### config.mk
export PLATFORM = sky130hd
export DESIGN_NAME = uart_rx_fifo
export DESIGN_NICKNAME = d
export VERILOG_FILES = /design/src/rtl/uart_rx_pkg.sv /design/src/rtl/uart_rx_fifo_sync_fifo.sv /design/src/rtl/uart_rx_fifo.sv
export SDC_FILE = /design/constraint.sdc
export NUM_CORES = 1
export LEC_CHECK = 0
export CELL_PAD_IN_SITES_DETAIL_PLACEMENT = 2
export CELL_PAD_IN_SITES_GLOBAL_PLACEMENT = 2
export CORE_MARGIN = 2
export CORE_UTILIZATION = 41
export DETAILED_ROUTE_END_ITERATION = 12
export PLACE_DENSITY = 0.81
export SLEW_MARGIN = 30
export SYNTH_ARGS = -nofsm -noshare
export SYNTH_HDL_FRONTEND = slang
export SYNTH_SLANG_ARGS = --single-unit
### constraint.sdc
create_clock -name io_clock -period 3.9 [get_ports io_clock]
set_input_delay 0.39 -clock io_clock [delete_from_list [all_inputs] [get_ports io_clock]]
set_output_delay 0.39 -clock io_clock [all_outputs]
set_load 0.02 [all_outputs]
### src/rtl/uart_rx_pkg.sv
// Shared types and helpers for the UART receiver: FSM state encoding,
// frame width and divider sizing.
package uart_rx_pkg;

    typedef enum logic [2:0] {
        IDLE      = 3'd0,
        START     = 3'd1,
        DATA      = 3'd2,
        STOP      = 3'd3,
        WAIT_IDLE = 3'd4
    } rx_state_t;

    localparam int DATA_BITS = 8;

    // Width of the bit-period down-counter; wide enough to hold CLK_DIV-1.
    function automatic int div_w(input int clk_div);
        return $clog2(clk_div);
    endfunction

endpackage

### src/rtl/uart_rx_fifo_sync_fifo.sv
// Synchronous first-word fall-through FIFO with registered head output.
// Pointers carry one extra wrap bit so full and empty are distinguishable.
module sync_fifo #(
    parameter int WIDTH = 8,
    parameter int DEPTH = 16
) (
    input  logic                     clk,
    input  logic                     rst,
    input  logic                     push,
    input  logic [WIDTH-1:0]         data_in,
    output logic                     full,
    input  logic                     pop,
    output logic [WIDTH-1:0]         data_out,
    output logic                     empty,
    output logic [$clog2(DEPTH):0]   count
);
    localparam int AW = $clog2(DEPTH);

    logic [WIDTH-1:0] mem [DEPTH];
    logic [AW:0]      wr_ptr;
    logic [AW:0]      rd_ptr;
    logic [AW:0]      rd_next;
    logic [AW:0]      count_after_pop;
    logic             pop_ok;
    logic             push_ok;

    assign count   = wr_ptr - rd_ptr;
    assign empty   = (count == '0);
    assign full    = (count == (AW+1)'(DEPTH));
    assign pop_ok  = pop & ~empty;
    // A full FIFO still accepts a push when a pop frees a slot in the same cycle.
    assign push_ok = push & (~full | pop_ok);

    assign rd_next         = rd_ptr + {{AW{1'b0}}, pop_ok};
    assign count_after_pop = count - {{AW{1'b0}}, pop_ok};

    always_ff @(posedge clk) begin
        if (rst) begin
            wr_ptr <= '0;
            rd_ptr <= '0;
        end else begin
            if (push_ok) wr_ptr <= wr_ptr + (AW+1)'(1);
            if (pop_ok)  rd_ptr <= rd_ptr + (AW+1)'(1);
        end
    end

    always_ff @(posedge clk) begin
        if (push_ok) mem[wr_ptr[AW-1:0]] <= data_in;
    end

    // Head register: a push into an (about to be) empty FIFO becomes the head
    // directly; otherwise the next unread slot is loaded. Holds when empty.
    always_ff @(posedge clk) begin
        if (rst) begin
            data_out <= '0;
        end else if (push_ok && count_after_pop == '0) begin
            data_out <= data_in;
        end else if (count_after_pop != '0) begin
            data_out <= mem[rd_next[AW-1:0]];
        end
    end

endmodule

### src/rtl/uart_rx_fifo.sv
// 8N1 UART receiver: 2-FF input synchronizer, mid-bit sampling FSM and a
// receive FIFO presenting a valid/ready byte stream with sticky error flags.
module uart_rx_fifo
    import uart_rx_pkg::*;
#(
    parameter int CLK_DIV = 868,
    parameter int DEPTH   = 16
) (
    input  logic                     io_clock,
    input  logic                     io_reset,
    input  logic                     io_rxd,
    output logic                     io_rx_valid,
    output logic [7:0]               io_rx_payload,
    input  logic                     io_rx_ready,
    output logic [$clog2(DEPTH):0]   io_occupancy,
    output logic                     io_overflow,
    output logic                     io_frame_err,
    input  logic                     io_clear
);
    localparam int DW = div_w(CLK_DIV);

    logic                 rxd_meta;
    logic                 rxd_s;
    logic                 rxd_d;
    rx_state_t            state;
    logic [DW-1:0]        div;
    logic [2:0]           bit_idx;
    logic [DATA_BITS-1:0] shift;
    logic                 tick;
    logic                 fall;
    logic                 push;
    logic                 pop;
    logic                 drop;
    logic                 ferr_set;
    logic                 fifo_full;
    logic                 fifo_empty;

    // Synchronizer stages reset high so reset looks like an idle line.
    always_ff @(posedge io_clock) begin
        if (io_reset) begin
            rxd_meta <= 1'b1;
            rxd_s    <= 1'b1;
            rxd_d    <= 1'b1;
        end else begin
            rxd_meta <= io_rxd;
            rxd_s    <= rxd_meta;
            rxd_d    <= rxd_s;
        end
    end

    assign tick     = (div == '0);
    assign fall     = rxd_d & ~rxd_s;
    assign push     = (state == STOP) & tick & rxd_s;
    assign ferr_set = (state == STOP) & tick & ~rxd_s;
    assign pop      = io_rx_valid & io_rx_ready;
    assign drop     = push & fifo_full & ~pop;

    always_ff @(posedge io_clock) begin
        if (io_reset) begin
            state   <= IDLE;
            div     <= '0;
            bit_idx <= '0;
        end else begin
            case (state)
                IDLE: begin
                    // Half a bit period lands the first sample mid start bit.
                    if (fall) begin
                        div   <= DW'(CLK_DIV / 2 - 1);
                        state <= START;
                    end
                end
                START: begin
                    if (tick) begin
                        if (rxd_s) begin
                            state <= IDLE;
                        end else begin
                            div     <= DW'(CLK_DIV - 1);
                            bit_idx <= '0;
                            state   <= DATA;
                        end
                    end else begin
                        div <= div - DW'(1);
                    end
                end
                DATA: begin
                    if (tick) begin
                        div <= DW'(CLK_DIV - 1);
                        if (bit_idx == 3'(DATA_BITS - 1)) state <= STOP;
                        else bit_idx <= bit_idx + 3'd1;
                    end else begin
                        div <= div - DW'(1);
                    end
                end
                STOP: begin
                    if (tick) state <= rxd_s ? IDLE : WAIT_IDLE;
                    else      div   <= div - DW'(1);
                end
                WAIT_IDLE: begin
                    // A held-low line is one error, not a stream of frames.
                    if (rxd_s) state <= IDLE;
                end
                default: state <= IDLE;
            endcase
        end
    end

    always_ff @(posedge io_clock) begin
        if (state == DATA && tick) shift[bit_idx] <= rxd_s;
    end

    // A set event in the same cycle as io_clear wins.
    always_ff @(posedge io_clock) begin
        if (io_reset) begin
            io_overflow  <= 1'b0;
            io_frame_err <= 1'b0;
        end else begin
            io_overflow  <= drop | (io_overflow & ~io_clear);
            io_frame_err <= ferr_set | (io_frame_err & ~io_clear);
        end
    end

    sync_fifo #(
        .WIDTH (DATA_BITS),
        .DEPTH (DEPTH)
    ) u_fifo (
        .clk      (io_clock),
        .rst      (io_reset),
        .push     (push),
        .data_in  (shift),
        .full     (fifo_full),
        .pop      (pop),
        .data_out (io_rx_payload),
        .empty    (fifo_empty),
        .count    (io_occupancy)
    );

    assign io_rx_valid = ~fifo_empty;

endmodule
## Word level (Yosys, flattened, before mapping)

Memory sizes are Yosys's and may differ from the RTL's.
Index checks and enable logic that the tools add are counted.

| cells by class | value |
|---|---|
| add/sub/neg operators | 7 |
| magnitude comparators | 2 |
| equality and inequality tests | 16 |
| muxes and demuxes | 27 |
| bitwise logic cells | 19 |
| reductions and logical operators | 14 |

Operators with widths:

| operator | count |
|---|---|
| $mux 10 | 5 |
| $pmux 10 s4 | 1 |
| $mux 3 | 11 |
| $ne 2x2->1 const B | 9 |
| $mux 8 | 2 |
| $pmux 3 s5 | 1 |
| $and 1x1->1 | 11 |
| $add 5x1->5 const B | 2 |
| $logic_not 10->1 | 1 |
| $logic_not 5->1 | 2 |
| $sub 10x1->10 const B | 1 |
| $bwmux 8 | 1 |
| $eq 3x2->1 const B | 2 |
| $eq 3x3->1 const B | 2 |
| $pmux 3 s2 | 1 |
| $reduce_and 6->1 | 1 |
| $eq 5x5->1 const B | 1 |
| $not 1->1 | 5 |
| $reduce_and 5->1 | 1 |
| $reduce_bool 5->1 | 1 |
| $sub 5x1->5 | 1 |
| $sub 5x5->5 | 1 |
| $add 4x1->4 | 1 |
| $lt 3x4->1 const B | 1 |
| other kinds (13) | 20 |

| word-level totals | value |
|---|---|
| flip-flop bits (word level) | 47 |
| bits in writable memories | 128 |
| bits of input ports | 5 |
| output and inout bits | 16 |
| word-level logic and storage cells | 98 |
| memories kept | 1 |

Memory list:

| name | depth | bits a word | rd ports | clocked after memory_dff | write ports | line | RTL |
|---|---|---|---|---|---|---|---|
| u_fifo.mem | 16 | 8 | 1 | 0 | 1 | uart_rx_fifo_sync_fifo.sv:19 | `logic [WIDTH-1:0] mem [DEPTH];` |

## Depth between registers and ports, before layout

| logic depth | value |
|---|---|
| depth after elaboration | 9 |
| mapped depth | 15 |

## Cells and area by module

A second synthesis with hierarchy kept.

| unflattened totals | value |
|---|---|
| cells, all modules | 488 |
| area total of the unflattened synthesis | 7,592.3 um^2 |

Modules (own cells, without submodules):

| module | instances | cells an instance | area an instance (um^2) | sequential area each (um^2) |
|---|---|---|---|---|
| sync_fifo | 1 | 324 | 6,145.9 | 4,204.0 |
| uart_rx_fifo | 1 | 164 | 1,446.4 | 660.6 |

## Worst setup path before layout

OpenSTA, ideal clock, no wires.

| timing | value |
|---|---|
| path kind | register to register |
| start | register u_fifo.wr_ptr[0] |
| end | register u_fifo.data_out[5] |
| data arrival time | 3,876 ps |
| required time | 3,767 ps |
| path slack | -109 ps |
| cell stages (with the launch flop) | 16 |
| clock period less this slack | 4,009 ps |
| cell sequence | dfxtp_1 > inv_1 > ha_1 > inv_1 > fa_1 > xor2_1 > or2_2 > a21oi_2 > a21oi_1 > ha_1 > ha_1 > clkbuf_1 > mux4_2 > mux4_2 > a21oi_1 > a211oi_2 |

| on the way | value |
|---|---|
| cells in the longest elaborated chain, start to end | 9 |
| elaborated cells between the ends (all ways) | 18 |
| classes of those cells | 3 x add/sub; 1 x eq/ne; 2 x mux; 6 x bitwise; 5 x reduce/logical; 1 x memory |

RTL lines:

| element | line | RTL |
|---|---|---|
| start: declaration | uart_rx_fifo_sync_fifo.sv:20 | `logic [AW:0] wr_ptr;` |
| start signal: assignment | uart_rx_fifo_sync_fifo.sv:42 | `if (push_ok) wr_ptr <= wr_ptr + (AW+1)'(1);` |
| $sub 5x5->5 * | uart_rx_fifo_sync_fifo.sv:27 | `assign count = wr_ptr - rd_ptr;` |
| net io_occupancy[2] | uart_rx_fifo.sv:15 | `output logic [$clog2(DEPTH):0] io_occupancy,` |
| $logic_not 5->1 | uart_rx_fifo_sync_fifo.sv:28 | `assign empty = (count == '0);` |
| $not 1->1 | uart_rx_fifo_sync_fifo.sv:30, uart_rx_fifo.sv:137 |  |
| $and 1x1->1 | uart_rx_fifo.sv:55 | `assign pop = io_rx_valid & io_rx_ready;` |
| $and 1x1->1 | uart_rx_fifo_sync_fifo.sv:30 | `assign pop_ok = pop & ~empty;` |
| $add 4x1->4 (tied with other cells) | uart_rx_fifo_sync_fifo.sv:34 | `assign rd_next = rd_ptr + {{AW{1'b0}}, pop_ok};` |
| $mem_v2 16x8 (tied with other cells) | n/a |  |
| $mux 8 or $logic_and 1x1->1 (tied branches) | uart_rx_fifo_sync_fifo.sv:58, uart_rx_fifo_sync_fifo.sv:56 |  |
| $mux 8 or $reduce_bool 2->1 (tied branches) | n/a |  |
| end signal: assignment | uart_rx_fifo_sync_fifo.sv:57 | `data_out <= data_in;` |
| end signal: assignment | uart_rx_fifo_sync_fifo.sv:59 | `data_out <= mem[rd_next[AW-1:0]];` |
| end: declaration | uart_rx_fifo_sync_fifo.sv:13 | `output logic [WIDTH-1:0] data_out,` |

Mark *: on every way through the listed nets, which the timed path passes. The rest lies on a longest branch. The select of a mux whose other input is x is not followed.
A chain may end at the register's enable or synchronous reset.

## Worst setup path in the final report

| timing | value |
|---|---|
| start | register u_fifo.wr_ptr[0] |
| end | register u_fifo.data_out[1] |

| on the way | value |
|---|---|
| cells in the longest elaborated chain, start to end | 9 |
| elaborated cells between the ends (all ways) | 18 |
| classes of those cells | 3 x add/sub; 1 x eq/ne; 2 x mux; 6 x bitwise; 5 x reduce/logical; 1 x memory |

RTL lines:

| element | line |
|---|---|
| $sub 5x5->5 * | uart_rx_fifo_sync_fifo.sv:27 |
| $logic_not 5->1 | uart_rx_fifo_sync_fifo.sv:28 |
| $not 1->1 | uart_rx_fifo_sync_fifo.sv:30, uart_rx_fifo.sv:137 |
| $and 1x1->1 | uart_rx_fifo.sv:55 |
| $and 1x1->1 | uart_rx_fifo_sync_fifo.sv:30 |
| $add 4x1->4 (tied with other cells) | uart_rx_fifo_sync_fifo.sv:34 |
| $mem_v2 16x8 (tied with other cells) | n/a |
| $mux 8 or $logic_and 1x1->1 (tied branches) | uart_rx_fifo_sync_fifo.sv:58, uart_rx_fifo_sync_fifo.sv:56 |
| $mux 8 or $reduce_bool 2->1 (tied branches) | n/a |

Every way passes the cells marked *; elsewhere a longest branch is shown, timed or not. The select of a mux whose other input is x is not followed.

==> summary.txt <==
Run status
  – Outcome: completed

Synthesis
  – Async SR Flop Fraction: 0
  – Syn_area_per_cell: ~16 um^2
  – Mapped Cells: around 500
  – Sequential fraction of the synthesis area: 0.6423
  – Syn_nets: 507
  – Register bit total from synthesis: 175
  – Mapped Area: between 7000 and 8000 um^2
  – Yosys warns: 0
  – Top_reg_cell synth: edfxtp_1
  – EDFF count, synth: 136
  – Synth cell types: 65

Place
  – Placed cell area: 8127 um^2
  – GPL Wtd Cong: 0.7553
  – Dpl ws: -50.43 ps
  – PortBufs: 20
  – Detail Placement HPWL: 14.38 mm

Route
  – DR vias/cell: 6.296
  – DR WL/cell: 32.84 um
  – DRC viols: 0
  – First DRT Iteration DRCs: 374
  – Vias after detailed routing: 4867
  – Final wirelength: 25.38 mm
  – Final ANT Viol Nets: 0
  – DRT Pass-1 Iters: 5

Floorplan
  – Core ar.: 18020 um^2
  – Die ar.: 19570 um^2
  – Die Y: around 140 um
  – Starting Density: 0.4202
  – Site Rows: a little under 50
  – Die X: 139.9 um
  – # IOs: 21

Timing
  – Slew at the pin closest to its max-slew limit: slightly above 800 ps
  – Final worst-path cycle share: 0.9981
  – Slew HR: 0.4445
  – Final Hold Viols: 0
  – Final setup TNS: 0 ps
  – FMAX: 0.2569 GHz
  – Final clock skew: 11.80 ps
  – Final Max Tran Viols: 0
  – Setup slack after layout: between 7 and 8 ps
  – Final min period: 3893 ps
  – Setup Viol. Count Final: 0

Final layout
  – Core Util, Final: 0.4985
  – Most frequent cells in the layout: edfxtp_1, mux4_2, dfxtp_1, nor2_1, clkbuf_16
  – Share of cells above drive strength 1: 0.2390
  – Area grow syn2layout: 18.64%
  – ANT cells: 0
  – Net count, final: 552
  – Commonest non-fill, non-tap cell in the layout: edfxtp_1
  – Design area: 8985 um^2

Clock network
  – Worst-path clk slew: about 70 ps
  – CTS buffer count: 17
  – CTS root buf: clkbuf_16
  – CTS Sinks: about 180
  – Clk_lat worst skew: 430 ps
  – Cts hold-fix bufs: 0
  – TritonCTS clock tree: built
  – H-tree Lvls: 4
  – Clock Tree Buf Depth: 2

Setup path
  – Crit path buf inv count: 3
  – Reg2reg path depth: 13
  – Critical Path Sink Type: register
  – Startpoint types: register
  – CP peak stage delay: ~550 ps
  – Crit path DAT: between 4000 and 5000 ps
  – WP depth: 13
  – Worst path required time: about 4200 ps
  – Largest delay share family, worst path: adder cells
  – Worst R2R Start: u_fifo.wr_ptr[0]$_SDFFE_PP0P_
  – Worst r2r dst: u_fifo.data_out[1]$_SDFFE_PP0P_
  – Reg2reg setup slack: 7 ps
  – Crit-path max FO: 6
  – Worst Setup Path Type: register to register
  – Crit-path cells: inv_2, ha_4, inv_2, fa_2, a211o_1, a21oi_4, a21oi_2, ha_4, buf_12, mux4_2, mux4_2, a21oi_2, a211oi_1
  – Crit path max-delay cell type: mux4_2

Min path
  – Hold path cells: 1
  – Hold path endpoint: rxd_s$_SDFF_PP1_
  – Hold Path Class: register to register
  – Hold Startpoint: rxd_meta$_SDFF_PP1_

Pwr
  – Pleak: about 0.0031 uW
  – Gate power share: 0.454
  – Clock power frac: 0.254
  – P per Cell Area: 810.3 nW/um^2
  – Power Total: between 7000 and 8000 uW
  – Switching pwr: 2536 uW
  – Maximum VDD drop: 0.6309 mV
  – Pint: about 4700 uW
  – Sw frac: 0.3484
  – Seq pwr share: 0.291

Flow run
  – Max-Cap Viols: 0

GRT
  – Global-route total usage across every layer: 0.2611
  – Remaining global-route overflow: 0
  – Initial antenna violation count: 0
  – Global-route wire length before repair: 36.78 mm
  – Vias in the first global route: 5281
  – Pin count of the biggest net entering global routing: 47
==> per-stage QoR <==
step	hold slack (ps)	instances
2_1_floorplan	389.5	486
3_3_place_gp	392.2	732
3_5_place_dp	401.4	732
4_1_cts	417.1	766
5_1_grt	431.1	773
6_report	411.8	773
==> power by group through the flow <==
stage / combinational (uW) / sequential (uW) / clock [uW]
finish: 3310 / 2120 / 1850
global route: 3470 / 2130 / 1930
CTS: 2920 / 2120 / 1850
detailed placement: 2590 / 2150 / 0
global placement: 2430 / 2150 / 0
floorplan: 1720 / 2180 / 0
==> cell families after synthesis <==
kind of cell / count (synthesis) / share of synthesized area
flops: 175 / 0.6423
simple gates: 114 / 0.08260
compound gates: 83 / 0.07715
mux: 55 / 0.1394
buf+inv: 37 / 0.02214
fa+ha+maj: 16 / 0.02742
xor+xnor: 6 / 0.008922
==> worst register-to-register path, delay by kind of cell (launching register included) <==
kind,cells,cell delay [ps]
flops,1,340
fa+ha+maj,3,1080
buf+inv,3,310
compound gates,5,930
mux,2,1090
==> routing by layer <==
| layer | track usage | part of all wire | vias to the layer above |
|---|---|---|---|
| met5 | 0 | 0 | - |
| met4 | 0.09947 | 0.021 | 0 |
| met3 | 0.04786 | 0.048 | 40 |
| met2 | 0.4657 | 0.54 | 199 |
| met1 | 0.3154 | 0.39 | 2593 |
| li1 | - | - | 2035 |
==> synthesized netlist by cell type (3+ instances only) <==
cell | instances | area, um^2
or3_1 | 4 | 25.02
buf_2 | 4 | 20.02
buf_6 | 3 | 33.78
nor2_1 | 31 | 116.4
nor3_1 | 4 | 20.02
a21oi_1 | 24 | 120.1
nor2b_1 | 3 | 18.77
nand2_1 | 13 | 48.80
and3_1 | 17 | 106.4
a22oi_1 | 4 | 30.03
clkbuf_1 | 11 | 41.29
edfxtp_1 | 136 | 4084
nand4_1 | 4 | 25.02
dfxtp_1 | 39 | 780.8
o21ai_0 | 7 | 35.03
mux4_2 | 40 | 900.9
nand2b_1 | 4 | 25.02
or2_2 | 5 | 31.28
nand3_1 | 8 | 40.04
and2_1 | 3 | 18.77
o211ai_1 | 3 | 22.52
inv_1 | 15 | 56.30
a211o_1 | 3 | 26.28
o311ai_1 | 4 | 35.03
mux2i_1 | 11 | 110.1
or4_1 | 3 | 22.52
mux2_1 | 4 | 45.04
ha_1 | 15 | 187.7
o31ai_1 | 4 | 30.03
nor4_1 | 5 | 31.28
a211oi_1 | 9 | 67.56
o21ai_1 | 5 | 25.02
==> area by class of cell <==
type                            count  area [um^2]
Clock buffer                       18        429.2
Inverter                           17        63.81
Fill cell                        1633         9040
Tap cell                          229        286.5
Sequential cell                   175         4866
Clock inverter                     14        190.2
Multi-Input combinational cell    274         2629
Timing Repair Buffer               46        520.5
==> state kept, by name, summed over array words and instances, names as in the netlist, 3 cells and up <==
name and cells:
u_fifo.mem 128, div 10, shift 8, u_fifo.data_out 8
u_fifo.rd_ptr 5, u_fifo.wr_ptr 5, bit_idx 3, state 3
==> worst max path at each step <==
stage                                              from                              end
after floorplan           u_fifo.wr_ptr[0]$_SDFFE_PP0P_  u_fifo.data_out[5]$_SDFFE_PP0P_
after global placement    u_fifo.wr_ptr[0]$_SDFFE_PP0P_  u_fifo.data_out[2]$_SDFFE_PP0P_
after detailed placement  u_fifo.wr_ptr[0]$_SDFFE_PP0P_  u_fifo.data_out[3]$_SDFFE_PP0P_
after CTS                 u_fifo.wr_ptr[0]$_SDFFE_PP0P_  u_fifo.data_out[2]$_SDFFE_PP0P_
after global routing      u_fifo.rd_ptr[2]$_SDFFE_PP0N_  u_fifo.data_out[6]$_SDFFE_PP0P_
final                     u_fifo.wr_ptr[0]$_SDFFE_PP0P_  u_fifo.data_out[1]$_SDFFE_PP0P_
==> timing repair <==
item,in CTS,in global routing
gates cloned,2,3
setup endpoints to repair,8,8
pin swaps,1,5
resized for setup,11,11
buffers inserted,0,4
Power figures use the tool's default switching activity.
